===== src/rtl/hamming_rx_deserializer.sv =====
// Collects a framed serial bit stream (sof marks the MSB) into CW_WIDTH-bit codewords for the Hamming decoder.
// Latency: out_valid rises one clock after the final bit is sampled; one completed word is buffered.
// Backpressure: a word that completes while the buffer is full is dropped and counted; HAMMING_RX_TIMEOUT_EN adds an in-frame idle timeout.
module hamming_rx_deserializer #(
    parameter int CW_WIDTH       = 105,
    parameter int CNT_WIDTH      = 8,
    parameter int TIMEOUT_CYCLES = 255
) (
    input  logic                 clk,
    input  logic                 rst_n,
    input  logic                 bit_in,
    input  logic                 bit_valid,
    input  logic                 sof,
    output logic [CW_WIDTH-1:0]  out_word,
    output logic                 out_valid,
    input  logic                 out_ready,
    output logic                 busy,
    output logic [CNT_WIDTH-1:0] ovf_cnt,
    output logic [CNT_WIDTH-1:0] abort_cnt,
    input  logic                 clear_stats
);

    localparam int BW = $clog2(CW_WIDTH + 1);

    if (CW_WIDTH < 1 || TIMEOUT_CYCLES < 1) begin : g_param_check
        $error("hamming_rx_deserializer: CW_WIDTH and TIMEOUT_CYCLES must be at least 1");
    end

    typedef enum logic {S_IDLE, S_COLLECT} state_t;

    state_t                r_state, w_state_nxt;
    logic [CW_WIDTH-1:0]   r_shreg, w_shreg_nxt;
    logic [BW-1:0]         r_count, w_count_nxt;
    logic [CW_WIDTH-1:0]   r_out_word;
    logic                  r_out_valid;
    logic [CNT_WIDTH-1:0]  r_ovf_cnt, r_abort_cnt;
    logic                  w_complete, w_abort, w_buf_free, w_ovf, w_timeout;

`ifdef HAMMING_RX_TIMEOUT_EN
    localparam int GW = $clog2(TIMEOUT_CYCLES + 1);
    logic [GW-1:0] r_gap;

    // Fires on the TIMEOUT_CYCLES-th consecutive idle cycle; a bit on that cycle wins.
    assign w_timeout = (r_state == S_COLLECT) && !bit_valid && (r_gap == GW'(TIMEOUT_CYCLES - 1));

    always_ff @(posedge clk or negedge rst_n) begin
        if (!rst_n)
            r_gap <= '0;
        else if (r_state != S_COLLECT || bit_valid || w_timeout)
            r_gap <= '0;
        else
            r_gap <= r_gap + 1'b1;
    end
`else
    assign w_timeout = 1'b0;
`endif

    always_comb begin
        w_state_nxt = r_state;
        w_shreg_nxt = r_shreg;
        w_count_nxt = r_count;
        w_complete  = 1'b0;
        w_abort     = 1'b0;
        if (bit_valid && (sof || r_state == S_COLLECT)) begin
            if (sof) begin
                w_abort        = (r_state == S_COLLECT);
                w_shreg_nxt    = '0;
                w_shreg_nxt[0] = bit_in;
                w_count_nxt    = BW'(1);
            end else begin
                w_shreg_nxt    = r_shreg << 1;
                w_shreg_nxt[0] = bit_in;
                w_count_nxt    = r_count + 1'b1;
            end
            w_state_nxt = S_COLLECT;
            if (w_count_nxt == BW'(CW_WIDTH)) begin
                w_complete  = 1'b1;
                w_state_nxt = S_IDLE;
                w_count_nxt = '0;
            end
        end else if (w_timeout) begin
            w_abort     = 1'b1;
            w_state_nxt = S_IDLE;
            w_count_nxt = '0;
        end
    end

    always_ff @(posedge clk or negedge rst_n) begin
        if (!rst_n) begin
            r_state <= S_IDLE;
            r_shreg <= '0;
            r_count <= '0;
        end else begin
            r_state <= w_state_nxt;
            r_shreg <= w_shreg_nxt;
            r_count <= w_count_nxt;
        end
    end

    // The buffer can take a new word if empty or being drained this very cycle.
    assign w_buf_free = !r_out_valid || out_ready;
    assign w_ovf      = w_complete && !w_buf_free;

    always_ff @(posedge clk or negedge rst_n) begin
        if (!rst_n) begin
            r_out_word  <= '0;
            r_out_valid <= 1'b0;
        end else if (w_complete && w_buf_free) begin
            r_out_word  <= w_shreg_nxt;
            r_out_valid <= 1'b1;
        end else if (r_out_valid && out_ready) begin
            r_out_valid <= 1'b0;
        end
    end

    always_ff @(posedge clk or negedge rst_n) begin
        if (!rst_n) begin
            r_ovf_cnt   <= '0;
            r_abort_cnt <= '0;
        end else if (clear_stats) begin
            r_ovf_cnt   <= '0;
            r_abort_cnt <= '0;
        end else begin
            if (w_ovf && r_ovf_cnt != '1)
                r_ovf_cnt <= r_ovf_cnt + 1'b1;
            if (w_abort && r_abort_cnt != '1)
                r_abort_cnt <= r_abort_cnt + 1'b1;
        end
    end

    assign out_word  = r_out_word;
    assign out_valid = r_out_valid;
    assign busy      = (r_state == S_COLLECT);
    assign ovf_cnt   = r_ovf_cnt;
    assign abort_cnt = r_abort_cnt;

endmodule

===== config.mk =====
export PLATFORM = sky130hd
export DESIGN_NAME = hamming_rx_deserializer
export DESIGN_NICKNAME = d
export VERILOG_FILES = /design/src/rtl/hamming_rx_deserializer.sv
export SDC_FILE = /design/constraint.sdc
export NUM_CORES = 1
export LEC_CHECK = 0
export ABC_AREA = 1
export BUFFER_PORTS_ARGS = -buffer_cell sky130_fd_sc_hd__clkbuf_2
export CAP_MARGIN = 40
export CORE_ASPECT_RATIO = 0.6
export CORE_UTILIZATION = 50
export DETAILED_ROUTE_END_ITERATION = 7
export PLACE_DENSITY = 0.71
export RECOVER_POWER = 25
export SYNTH_ARGS = -nofsm -noshare
export SYNTH_HDL_FRONTEND = slang
export SYNTH_SLANG_ARGS = --single-unit
export TNS_END_PERCENT = 100

===== constraint.sdc =====
create_clock -name clk -period 2.5 [get_ports clk]
set_input_delay 0.5 -clock clk [delete_from_list [all_inputs] [get_ports clk]]
set_output_delay 0.5 -clock clk [all_outputs]
set_load 0.01 [all_outputs]

==> results.toml, run 1 <==
[finish]
fillers = 1621
design_area_mm2 = 0.01120
antennaDiodeCount = 0
final_util = 0.6072
syn2layout_area_growth_pct = 16.33
nets = 1167
drive_gt1_frac = 0.1634

[clocking]
insertion_delay_ns = 0.50
cts_tree = "done"
cts_inserted_buffers = 22
h-tree-depth = 1
holdBufCountCts = 0
cts_buffer_depth = 3
cts-resized-gates = 0
post-cts-setup-buffers = 0
clkSinkCount = 235
clock-root-buffer = "clkbuf_16"
clkTransAtPathRegs_ns = 0.06

[synth]
yosysWarnings = 0
ys_types = 27
ys_seq_area_frac = 0.6107
synth_top_area_frac = 0.6107
syn_nets = 1060
syn_area_per_cell_um2 = 9.171
synth_top_flop_cell = "dfrtp_1"
synth_edf_count = 0
synthTopCellsByCount = "326 x nand2_1, 235 x dfrtp_1, 177 x nand3_1"
synthCells = 1050
synth_top_cell_by_area = "dfrtp_1"
ys_top_cells_by_area = "dfrtp_1 61%, nand2_1 13%, nand3_1 9.2%"
syn_area_mm2 = 0.009629
synth-async-reset-ratio = 1.000
synth.most_common_cell = "nand2_1"
ys_ff_latch = 235

[critical_path]
start_kind = "flop"
worst-path-max-fanout = 33
reg2reg_slack_ns = 0.28
endpoint_kind = "flop"
worstPathArrival_ns = 2.65
r2r-start = "r_count[0]$_DFFE_PN0P_"
r2r-end = "out_word[79]$_DFFE_PN0P_"
path_class = "reg -> reg"
worstPathRequired_ns = 2.94
worst_r2r_path_depth = 11

[global_routing]
grt_max_degree = 81
grt_overflow = 0
grt_pass1_vias = 7070
met2_usage = 0.3319
antenna_found_initial = 0
grtUsageTotal = 0.2301
grt_pass1_wl_mm = 36.71
grt-busiest-layer = "met1"
gr-usage-met3 = 0.03875
use_met1 = 0.3620

[power_and_ir_drop]
combPwrFrac = 0.051
switchingPower_mw = 1.691
totalPowerFinal_mw = 7.451
peakVddDrop_mv = 0.4191
p_leak_nw = 5.844
p_int_mw = 5.759
seq_power_share = 0.521
cellPowerDensity_mw_per_mm2 = 665.1
swShare = 0.2270
clock_power_share = 0.428

[floorplan]
fp.dieW_um = 181.2
die-area_mm2 = 0.01984
core_mm2 = 0.01845
pin_count = 130
start_util = 0.5220
num_rows = 38
die_h_um = 109.5

[drt]
wl_per_cell_um = 15.56
vias = 7537
vias_per_cell = 5.349
drt_iter0_drc = 619
antenna_left = 0
drc_errors = 0
drt_first_pass_iters = 6
routed_wl_mm = 21.93

[status]
violations = "max-capacitance violations, max-slew violations"
status = "finished, violations left"

[min_path]
worstHoldStart = "bit_in"
hp-class = "in -> reg"
min_to = "r_shreg[0]$_DFF_PN0_"
min_path_cells = 3

[sta]
setup_viol = 0
clock_skew_ns = 0.01359
period_share = 0.8862
setup_tns_ns = 0
rsz0062_at_grt = "false"
clock.fmax_mhz = 451.4
setup_ws_ns = 0.2845
slew_headroom = -0.4247
min_period_ns = 2.216
slew_viol_final = 78
finalHoldViolCount = 0
worst_pin_slew_ns = 2.137

[place]
place_ws_ns = 0.1919
placed_area_mm2 = 0.01054
dp_hpwl_mm = 13.91
portBuffers = 129
gp_congestion = 0.8327

[flow_run]
maxCapViolCount = 1
## sequential cells by signal (all words and copies together) (netlist names)
register   flops
out_valid      1
r_shreg      105
abort_cnt      8
busy           1
out_word     105
r_count        7
ovf_cnt        8
## logic make-up after synthesis
logic type / share of synthesized area
simple gates: 0.2387
fa+ha+maj: 0.003899
compound gates: 0.07887
flops: 0.6107
xor+xnor: 0.002729
buf+inv: 0.06510
## cell type report
cell class | count | area (µm²) | share of cell area
tap | 240 | 300.3 | 0.02681
clock buffer | 34 | 666.9 | 0.05953
sequential | 235 | 5881 | 0.5250
timing repair buffer | 155 | 934.6 | 0.08344
clock inverter | 2 | 10.01 | 0.0008936
multi-input combinational | 672 | 3142 | 0.2805
inverter | 71 | 267.8 | 0.02390
## power groups by stage
stage | combinational (mW) | sequential, mW | clock (mW)
after global placement | 0.380 | 3.95 | 0
after floorplan | 0.198 | 3.95 | 0
final | 0.379 | 3.88 | 3.19
after detailed placement | 0.385 | 3.95 | 0
after CTS | 0.388 | 3.88 | 3.26
after global routing | 0.431 | 3.89 | 3.41
## per-stage QoR
stage / hold WS [ns] / instances
2_1_floorplan: 0.2044 / 1050
3_3_place_gp: 0.4538 / 1373
3_5_place_dp: 0.4598 / 1373
4_1_cts: 0.009568 / 1409
5_1_grt: 0.2940 / 1409
6_report: 0.2599 / 1409
## worst max-delay path, stage by stage (launching register included)
cell and delay (ns):
dfrtp_1 0.42, ha_1 0.30, nand2_1 0.09, o21ai_0 0.12, nor2_1 0.12, nand2_1 0.06
nor2_1 0.12, nand2_1 0.12, nor2_4 0.18, buf_4 0.35, nand3_1 0.17, nand2_1 0.10
## how the worst max path moves through the flow
stage,from,to,cells past startpoint
detailed placement,sof,out_word[74]$_DFFE_PN0P_,10
finish,r_count[0]$_DFFE_PN0P_,out_word[79]$_DFFE_PN0P_,11
floorplan,r_count[0]$_DFFE_PN0P_,out_word[65]$_DFFE_PN0P_,13
global placement,sof,out_word[62]$_DFFE_PN0P_,10
CTS,r_count[0]$_DFFE_PN0P_,out_word[74]$_DFFE_PN0P_,11
global route,r_count[0]$_DFFE_PN0P_,out_word[53]$_DFFE_PN0P_,11
## placed cells by master (no fill, tap or decap), drive strengths merged
cell type / instances
ha: 3
nor2: 25
o22ai: 4
xor2: 2
o21ai: 61
clkinv: 3
or2: 1
dfrtp: 235
and3: 1
inv: 70
clkbuf: 165
a21oi: 7
nor3b: 2
xnor2: 1
nor3: 2
buf: 24
nand3: 177
o31ai: 52
nand2: 327
nand4: 7
## metal layers
layer  vias up  part of all wire
met1      3598              0.52
met2       236              0.41
met4         0             0.018
met3        31             0.057
li1       3672                 -
met5         -                 0
No activity file was read; power rests on OpenSTA's default activity.
==> run 2: changes to the inputs <==
--- a/config.mk
+++ b/config.mk
@@ -9,9 +9,9 @@
 export BUFFER_PORTS_ARGS = -buffer_cell sky130_fd_sc_hd__clkbuf_2
 export CAP_MARGIN = 40
 export CORE_ASPECT_RATIO = 0.6
-export CORE_UTILIZATION = 50
+export CORE_UTILIZATION = 57
 export DETAILED_ROUTE_END_ITERATION = 7
-export PLACE_DENSITY = 0.71
+export PLACE_DENSITY = 0.79
 export RECOVER_POWER = 25
 export SYNTH_ARGS = -nofsm -noshare
 export SYNTH_HDL_FRONTEND = slang
==> run 2 against run 1 <==
The flow still finishes with violations (max-capacitance violations, max-slew violations). Largest power group unchanged. Final area rose by 0.44%. Fmax fell by 1.3%. Total power rose by 3.2%. Non-clock buffer count fell by 4. First-iteration DRC count fell by 9.7%. Global-route usage rose by 2.5 points. Setup slack got worse by 0.030 ns.
==> results.toml, run 2 (synthesized netlist as in run 1, its figures left out) <==
[critical_path]
start_kind = "flop"
max_stage_delay_ns = 0.44
cpMostUsedCell = "nand2_1"
worstPathRequired_ns = 2.88
cp_num_buf_inv = 1
cp_top_family = "simple AND/OR/NAND/NOR gates"
worst-path-max-fanout = 26
crit_slowest_cell = "dfrtp_1"
endpoint_kind = "flop"
crit_chain = "ha_1, nand2_1, o21ai_0, nor2_1, nand2_1, nor2_1, nand2_1, nor2_4, nand2_4, buf_4, nand2_1, nand2_1"
worstPathArrival_ns = 2.63
path_class = "reg -> reg"

[global_routing]
grt_pass1_vias = 7028
grt_pass1_wl_mm = 35.73
grtUsageTotal = 0.2553
grt_max_degree = 114
antenna_found_initial = 0
grt_overflow = 0

[place]
portBuffers = 129
place_inst = 1356
gp_congestion = 0.8545
place_ws_ns = 0.2453
placed_area_mm2 = 0.01050
dp_hpwl_mm = 13.08

[clocking]
holdBufCountCts = 1
insertion_delay_ns = 0.50
clock-root-buffer = "clkbuf_16"
clkTransAtPathRegs_ns = 0.07
clkSinkCount = 235
cts_tree = "done"
h-tree-depth = 1
post-cts-setup-buffers = 0
cts_buffer_depth = 3
cts_inserted_buffers = 22
cts-resized-gates = 0

[floorplan]
start_util = 0.5889
die_h_um = 102.7
fp.dieW_um = 169.8
pin_count = 130
die-area_mm2 = 0.01743
core_mm2 = 0.01635
num_rows = 36

[finish]
syn2layout_area_growth_pct = 16.84
drive_gt1_frac = 0.1635
final_cell_mix = "325 x nand2_1, 235 x dfrtp_1, 177 x nand3_1"
final_util = 0.6881
final_common_cell = "nand2_1"
nets = 1163
fillers = 1289
fin_cells = 1396
design_area_mm2 = 0.01125
antennaDiodeCount = 0

[drt]
drt_first_pass_iters = 5
vias_per_cell = 5.456
drc_errors = 0
vias = 7617
antenna_left = 0
routed_wl_mm = 21.38
drt_iter0_drc = 559
wl_per_cell_um = 15.32

[sta]
setup_tns_ns = 0
rsz0062_at_grt = "false"
clock.fmax_mhz = 445.3
period_share = 0.8982
hold_ws_ns = 0.2861
setup_ws_ns = 0.2544
finalHoldViolCount = 0
worst_pin_slew_ns = 1.726
slew_headroom = -0.1508
slew_viol_final = 67
min_period_ns = 2.246
setup_viol = 0
clock_skew_ns = 0.01949

[min_path]
hp-class = "in -> reg"

[power_and_ir_drop]
p_leak_nw = 5.870
cellPowerDensity_mw_per_mm2 = 683.2
peakVddDrop_mv = 0.4526
totalPowerFinal_mw = 7.686

[status]
violations = "max-capacitance violations, max-slew violations"
status = "finished, violations left"

[flow_run]
maxCapViolCount = 1
==> run 2: cell count changes in the layout (fill, tap and decap cells not counted), sizes merged <==
cell	change
clkinv	+1
bufinv	+2
buf	-3
clkbuf	-3
dlygate4sd3	+1
inv	+1
==> run 2: final timing paths <==
kind	endpoint	slack, ns	start	cells after the start
min in group asynchronous	out_word[89]$_DFFE_PN0P_	1.01	rst_n	2
setup / recovery	out_word[98]$_DFFE_PN0P_	0.25	r_count[0]$_DFFE_PN0P_	12
setup reg to reg	out_word[98]$_DFFE_PN0P_	0.25	r_count[0]$_DFFE_PN0P_	12
hold / removal	r_shreg[0]$_DFF_PN0_	0.29	bit_in	3
max in group asynchronous	out_word[85]$_DFFE_PN0P_	0.38	rst_n	3
hold reg to reg	out_word[88]$_DFFE_PN0P_	0.47	out_word[88]$_DFFE_PN0P_	2
==> run 2: metal layers <==
layer | global-route usage | up-vias | wire length, µm
met5 | 0 | - | 0
met4 | 0.05475 | 0 | 233
met3 | 0.04223 | 25 | 1369
met2 | 0.3689 | 253 | 9103
met1 | 0.4058 | 3683 | 10670
li1 | - | 3656 | -
==> run 2: power by group <==
group / leakage (nW) / total, mW / switching, mW / internal (mW)
clock: 0.371 / 3.43 / 1.39 / 2.05
combinational: 2.23 / 0.370 / 0.279 / 0.0917
sequential: 3.27 / 3.88 / 0.0417 / 3.84
total: 5.87 / 7.69 / 1.71 / 5.98
==> run 2: cell type report <==
class,instances,area [µm²],area share
clock buffers,33,663.1,0.05894
inverters,71,267.8,0.02380
clock inverters,6,86.33,0.007673
well taps,228,285.3,0.02536
multi-input cells,672,3142,0.2792
repair buffers,151,925.9,0.08230
flip-flops and latches,235,5881,0.5227
==> run 2: tightest hold or removal path, stage by stage <==
cell and delay (ns):
clkbuf_2 0.08, nand2_1 0.04, o21ai_0 0.10
